**src/rtl/fetch_unit.sv**
```systemverilog
// Instruction fetch stage: owns the PC, keeps one memory request outstanding and hands words to decode.
// Optional FETCH_MISALIGN_CHECK_EN: misaligned redirects halt fetch and pulse fetch_misaligned.
module fetch_unit #(
  parameter logic [31:0] RESET_PC = 32'h0000_0000
) (
  input  logic        clk,
  input  logic        rst_n,
  input  logic        redirect_taken,
  input  logic [31:0] redirect_target,
  output logic        imem_req_valid,
  output logic [31:0] imem_req_addr,
  input  logic        imem_req_ready,
  input  logic        imem_rsp_valid,
  input  logic [31:0] imem_rsp_data,
  output logic        inst_valid,
  output logic [31:0] inst_data,
  output logic [31:0] inst_pc,
  input  logic        inst_ready,
  output logic        fetch_misaligned
);

  localparam int unsigned XLEN = 32;

`ifdef FETCH_MISALIGN_CHECK_EN
  typedef enum logic [2:0] {S_RESET, S_REQ, S_WAIT, S_DRAIN, S_HOLD, S_HALT} state_e;
`else
  typedef enum logic [2:0] {S_RESET, S_REQ, S_WAIT, S_DRAIN, S_HOLD} state_e;
`endif

  state_e            state_q, state_d;
  state_e            after_redirect;
  state_e            resume_st;
  logic [XLEN-1:0]   pc_q, pc_d;
  logic [XLEN-1:0]   inst_data_q, inst_data_d;
  logic [XLEN-1:0]   inst_pc_q, inst_pc_d;
  logic              req_valid_q;
  logic              inst_valid_q;
  logic              redirect_act;

`ifdef FETCH_MISALIGN_CHECK_EN
  logic              halt_pend_q, halt_pend_d;
  logic              mis_q, mis_d;
  logic              bad_target;
  assign bad_target = |redirect_target[1:0];
  // A drained flush resumes into HALT when the redirect that caused it was misaligned.
  assign resume_st  = halt_pend_q ? S_HALT : S_REQ;
`else
  logic              unused_target_bits;
  assign unused_target_bits = ^redirect_target[1:0];
  assign resume_st          = S_REQ;
`endif

  assign redirect_act = redirect_taken && (state_q != S_RESET);

  always_comb begin
    state_d        = state_q;
    pc_d           = pc_q;
    inst_data_d    = inst_data_q;
    inst_pc_d      = inst_pc_q;
    after_redirect = S_REQ;
`ifdef FETCH_MISALIGN_CHECK_EN
    halt_pend_d    = halt_pend_q;
    mis_d          = 1'b0;
`endif
    unique case (state_q)
      S_RESET: state_d = S_REQ;
      S_REQ:   if (imem_req_ready) state_d = S_WAIT;
      S_WAIT: begin
        if (imem_rsp_valid) begin
          inst_data_d = imem_rsp_data;
          inst_pc_d   = pc_q;
          state_d     = S_HOLD;
        end
      end
      S_HOLD: begin
        if (inst_ready) begin
          pc_d    = pc_q + XLEN'(4);
          state_d = S_REQ;
        end
      end
      S_DRAIN: if (imem_rsp_valid) state_d = resume_st;
`ifdef FETCH_MISALIGN_CHECK_EN
      S_HALT:  state_d = S_HALT;
`endif
      default: state_d = S_RESET;
    endcase

    // Redirect overrides every other update and discards any capture made this cycle.
    if (redirect_act) begin
      inst_data_d = inst_data_q;
      inst_pc_d   = inst_pc_q;
`ifdef FETCH_MISALIGN_CHECK_EN
      halt_pend_d = bad_target;
      mis_d       = bad_target;
      if (!bad_target) pc_d = redirect_target;
      after_redirect = bad_target ? S_HALT : S_REQ;
`else
      pc_d = {redirect_target[XLEN-1:2], 2'b00};
`endif
      unique case (state_q)
        S_REQ:   state_d = imem_req_ready ? S_DRAIN : after_redirect;
        S_WAIT:  state_d = imem_rsp_valid ? after_redirect : S_DRAIN;
        S_DRAIN: state_d = imem_rsp_valid ? after_redirect : S_DRAIN;
        default: state_d = after_redirect;
      endcase
    end
  end

  always_ff @(posedge clk or negedge rst_n) begin
    if (!rst_n) begin
      state_q      <= S_RESET;
      pc_q         <= RESET_PC;
      inst_data_q  <= '0;
      inst_pc_q    <= '0;
      req_valid_q  <= 1'b0;
      inst_valid_q <= 1'b0;
`ifdef FETCH_MISALIGN_CHECK_EN
      halt_pend_q  <= 1'b0;
      mis_q        <= 1'b0;
`endif
    end else begin
      state_q      <= state_d;
      pc_q         <= pc_d;
      inst_data_q  <= inst_data_d;
      inst_pc_q    <= inst_pc_d;
      req_valid_q  <= (state_d == S_REQ);
      inst_valid_q <= (state_d == S_HOLD);
`ifdef FETCH_MISALIGN_CHECK_EN
      halt_pend_q  <= halt_pend_d;
      mis_q        <= mis_d;
`endif
    end
  end

  assign imem_req_valid = req_valid_q;
  assign imem_req_addr  = pc_q;
  assign inst_valid     = inst_valid_q;
  assign inst_data      = inst_data_q;
  assign inst_pc        = inst_pc_q;
`ifdef FETCH_MISALIGN_CHECK_EN
  assign fetch_misaligned = mis_q;
`else
  assign fetch_misaligned = 1'b0;
`endif

endmodule

```
**config.mk**
```make
export PLATFORM = sky130hd
export DESIGN_NAME = fetch_unit
export DESIGN_NICKNAME = d
export VERILOG_FILES = /design/src/rtl/fetch_unit.sv
export SDC_FILE = /design/constraint.sdc
export NUM_CORES = 1
export LEC_CHECK = 0
export CAP_MARGIN = 5
export CORE_MARGIN = 5
export CORE_UTILIZATION = 28
export CTS_CLUSTER_DIAMETER = 200
export DETAILED_ROUTE_END_ITERATION = 6
export GPL_TIMING_DRIVEN = 0
export PLACE_DENSITY = 0.63
export RECOVER_POWER = 100
export SLEW_MARGIN = 20
export SYNTH_ARGS = -nofsm -noshare
export SYNTH_HDL_FRONTEND = slang
export SYNTH_SLANG_ARGS = --single-unit
```
**constraint.sdc**
```tcl
create_clock -name clk -period 2.4 [get_ports clk]
set_input_delay 0.24 -clock clk [delete_from_list [all_inputs] [get_ports clk]]
set_output_delay 0.24 -clock clk [all_outputs]
set_load 0.02 [all_outputs]
```
# Yosys cells after proc, flatten, opt, wreduce, memory -nomap -nowiden
# Cells that the tools add are included.
# op_classes
n_addsub	1
n_eq_ne	6
mux	12
bitwise_logic	1
reduce_logical	8
# op_table
operator	n
two-way mux 32 bit	3
adder 32 x 3 -> 32 bit (second input constant)	1
two-way mux 3 bit	5
one-hot mux 3 bit (5 select lines)	1
== test 3 x 1 -> 1 bit (second input constant)	2
== test 3 x 2 -> 1 bit (second input constant)	2
== test 3 bit (second input constant)	2
two-way mux 2 bit	2
one-hot mux 2 bit (2 select lines)	1
nonzero test 2 bit	2
logical NOT 3 bit	1
AND reduction 3 bit	1
nonzero test 3 bit	1
AND reduction 2 bit	1
OR reduction 2 bit	1
logical AND 1 bit	1
inverter 1 bit	1
# totals
ff_bits	101
inputBits	70
out_inout_bits	99
wordCells	34

# Longest topological paths before layout
# depth
depth_word	5
ltp_mapped	8

# Least setup slack after synthesis
# OpenSTA, ideal clock, no wires.
# synth_path
kind	register -> register
start	register pc_q[15] (netlist: imem_req_addr[15])
end	register pc_q[28] (netlist: imem_req_addr[28])
arrival_time_ns	1.777
setup_slack_ns	0.489
path_stages_with_launch	7
n_path_buf	1
path_cell_list	dfrtp_1 -> nand4_1 -> or4_1 -> buf_4 -> nor4b_4 -> xnor2_1 -> a21oi_2
# synth_between
elab_chain_len	4
# synth_rtl
item	line_no	text
start, declared	33	logic [XLEN-1:0] pc_q, pc_d;
start signal, assigned	123	pc_q <= pc_d;
adder 32 x 3 -> 32 bit	77	pc_d = pc_q + XLEN'(4);
two-way mux 32 bit	76	if (inst_ready) begin
two-way mux 32 bit	65	unique case (state_q)
two-way mux 32 bit	89	if (redirect_act) begin
# Every way passes these cells. The select of a mux whose other input is x is not followed.
# A chain may end at the register's enable or synchronous reset.

# Final worst setup path
# layout_path
start	register state_q[1]
end	register inst_pc_q[18] (netlist: inst_pc[18])
# layout_between
elab_chain_len	4
# layout_rtl
item	line_no	text
start, declared	30	state_e state_q, state_d;
start signal, assigned	122	state_q <= state_d;
nonzero test 3 bit	53	assign redirect_act = redirect_taken && (state_q != S_RESET);
logical AND 1 bit	53	
inverter 1 bit (no line)	n/a	
AND reduction 3 bit (no line) *	n/a	
end signal, assigned	125	inst_pc_q <= inst_pc_d;
end, declared	35	logic [XLEN-1:0] inst_pc_q, inst_pc_d;
# Every way passes the cells marked *; elsewhere a longest branch is shown, timed or not.

==> impl_results.md <==
* Post-layout min period at around 2.2 ns
* Max Buffers Root-to-Sink at 2
* Number of flops mapped to enable cells by yosys at 0
* DIE WIDTH at between 100 and 150 microns
* Slowest CP cell: nor3_4
* Final Util at 0.430
* Clock power share at 0.214
* Post-CTS Setup Inserts at 0
* Vias in the first global route at 3,795
* Mapped Avg Cell Area at roughly 12 sq um
* Finished Layout Cells at around 760
* Fin crit share at 0.921
* Sw Ratio at 0.347
* RSZ-0062 raised after global routing: false
* Warnings, synthesis at 0
* I/O Buffers at 160
* FF+latch count, synth at 97
* CP Class: flop to flop
* Worst-Skew Late Latency at roughly 0.34 ns
* Worst path buffer plus inverter count at 2
* Leakage at about 0.0028 uW
* Drt wl/cell at 17.1 microns
* CTS buffer count at 9
* Design Area, Final at roughly 6600 sq um
* Row count at 45
* Clock skew at between 0.004 and 0.005 ns
* DRT antenna net count at 0
* Max FO, Critical Path at 10
* Pwr Density at 1000 nW/um^2
* Sequential area share after synthesis at 0.551
* Fin Hold WS at ~0.36 ns
* NetSw at around 2300 uW
* Area grow syn2layout at 49.4%
* Die area at approximately 18,000 sq um
* Fillers at between 1,000 and 1,500
* Int Power at 4310 uW
* Synth Flop Type: dfrtp_1
* Crit path arrival time at approximately 2.4 ns
* Netlist cell types at 48
* Worst hold path type: input port to flop
* CTS tree: done
* Final #Nets at 619
* Crit path required time at 2.63 ns
* WL met3 at 1160 microns
* CP cell instances: clkbuf_1 -> nand3b_1 -> nor3_4 -> buf_2 -> mux2_2
* 1st-iter DRT viols at 215
* M1 WL at between 5000 and 6000 microns
* DRT Wirelength at ~13,000 microns
* Worst setup SP type: flop
* GR Util All Layers at 0.146
* Initial antenna violation count at 0
* Max cap viols at 0
* CP endpoint kind: flop
* Most common cell after layout, fill and taps aside: dfrtp_1
* Logic pwr share at 0.396
* Fin. Hold Viols at 0
* Status: finished clean
* Cell count after synthesis at roughly 370
* Highest metal used: met4
* Largest net degree at the start of global routing at a little under 60
* Metal2 WL at roughly 6200 microns
* Max IR drop VDD at 0.428 mV
* Fmax at 452 MHz
* Die Y at around 140 microns
* Register area at 2430 sq um
* Core box area at ~15,000 sq um
* H-tree depth at 3
* Via-to-Cell Ratio at around 4.6
* Worst-Margin Slew at roughly 1.0 ns
* TritonRoute pass-1 iters at 4
* CP top delay family: buffers and inverters
* Final-report max-slew violation count at 0
* Routed vias at ~3,500
* N_diodes at 0
* Sink Count at 97
* Setup violators final at 0
* Dpl cells at 747
* Starting density of the core at 0.288
* DRC Markers at 0
* Clk slew on worst S/H paths at about 0.060 ns
* Share of cells above drive strength 1 at 0.190
* First-pass GRT wire length at between 20,000 and 25,000 microns
* Async SR Flop Fraction at 1.00
* Max_slew headroom at 0.308
* GP Congestion at 0.772
* Commonest cells after routing, fill and taps aside: dfrtp_1 (97), dlygate4sd3_1 (95), clkdlybuf4s50_1 (65)
* Placed wire-length estimate at 9870 microns
* Clock root buffer: clkbuf_16
* Cell Area, Synth at between 4000 and 5000 sq um
* Grt ovf at 0
* CP peak stage delay at 0.45 ns
* Placed cell area at between 6000 and 7000 sq um
* Multi-input logic area at roughly 1800 sq um
* I/O Pins at 169
* Reg power frac at 0.389
-- final timing paths --
path / from / to / slack, ns / cells after the start
max reg2reg: state_q[1] / inst_pc[18] / 0.19 / 5
min reg2reg: inst_pc[16] / inst_pc[16] / 0.50 / 1
max: state_q[1] / inst_pc[18] / 0.19 / 5
min in group asynchronous: rst_n / inst_data[17] / 0.62 / 2
max in group asynchronous: rst_n / inst_data[30] / 0.94 / 3
min: redirect_taken / inst_valid / 0.36 / 2
-- state kept, by name (all words and copies together), names as in the netlist --
| name | count |
|---|---|
| state_q | 3 |
| inst_pc | 30 |
| inst_data | 32 |
| imem_req_addr | 30 |
| inst_valid | 1 |
| imem_req_valid | 1 |
-- cells by family (layout without fill, tap and decap cells) --
logic type,after synthesis,in the layout,synth area share
xor+xnor,22,22,0.0437
simple gates,107,107,0.139
flops,97,97,0.551
other cells,1,5,0.000851
mux,62,62,0.158
fa+ha+maj,1,1,0.00284
compound gates,49,49,0.0682
buf+inv,32,210,0.0364
-- worst reg2reg max path, stage by stage, from the launching register on --
cell and delay [ns]:
dfrtp_1 0.34, clkbuf_1 0.34, nand3b_1 0.21, nor3_4 0.45
buf_2 0.37, mux2_2 0.38
-- synth_stat cells, types with 3 or more instances --
master,n,area share
dfrtp_1,97,0.55
mux2_2,62,0.16
nand2_1,35,0.030
nor2_1,20,0.017
o21ai_0,15,0.017
xnor2_1,15,0.030
a21oi_1,10,0.011
buf_2,8,0.0091
buf_4,8,0.014
clkbuf_1,8,0.0068
nand3_1,8,0.0091
inv_1,7,0.0060
xor2_1,7,0.014
nand4_1,6,0.0085
nor3_1,6,0.0068
o21ai_1,6,0.0068
and4_1,5,0.0099
nor3_2,5,0.011
and3_1,3,0.0043
o22ai_1,3,0.0043
-- power groups by stage --
| stage | combinational [uW] | sequential (uW) | clock [uW] |
|---|---|---|---|
| finish | 2620 | 2570 | 1420 |
| global route | 2790 | 2670 | 1540 |
| CTS | 2870 | 2610 | 1490 |
| detailed placement | 2860 | 2640 | 0 |
| global placement | 2820 | 2590 | 0 |
| floorplan | 658 | 3280 | 0 |
-- through the flow --
step                setup TNS, ns  worst slack [ns]  total power, uW
finish                          0             0.189             6610
global route                    0            0.0183             7000
CTS                             0             0.126             6970
detailed placement          -2.60           -0.0789             5500
global placement          -249.27             -2.57             5410
floorplan                       0             0.489             3940
-- layer usage --
metal	vias to the layer above	GRT usage
li1	1658	-
met1	1721	0.181
met2	131	0.237
met3	14	0.0494
met4	0	0.0538
met5	-	0
-- area by class of cell --
class,instances,share of cell area
flip-flops and latches,97,0.369
multi-input cells,246,0.274
repair buffers,162,0.248
clock buffers,15,0.0437
well taps,211,0.0401
plain buffers,25,0.0200
inverters,7,0.00399
clock inverters,1,0.00114
-- timing repair --
action,CTS,global route
hold endpoints to repair,39,0
cloned,0,0
pin swaps,0,0
hold buffers,1,0
gates resized for setup,1,3
setup endpoints to repair,30,9
(Power assumes the default switching activity.)
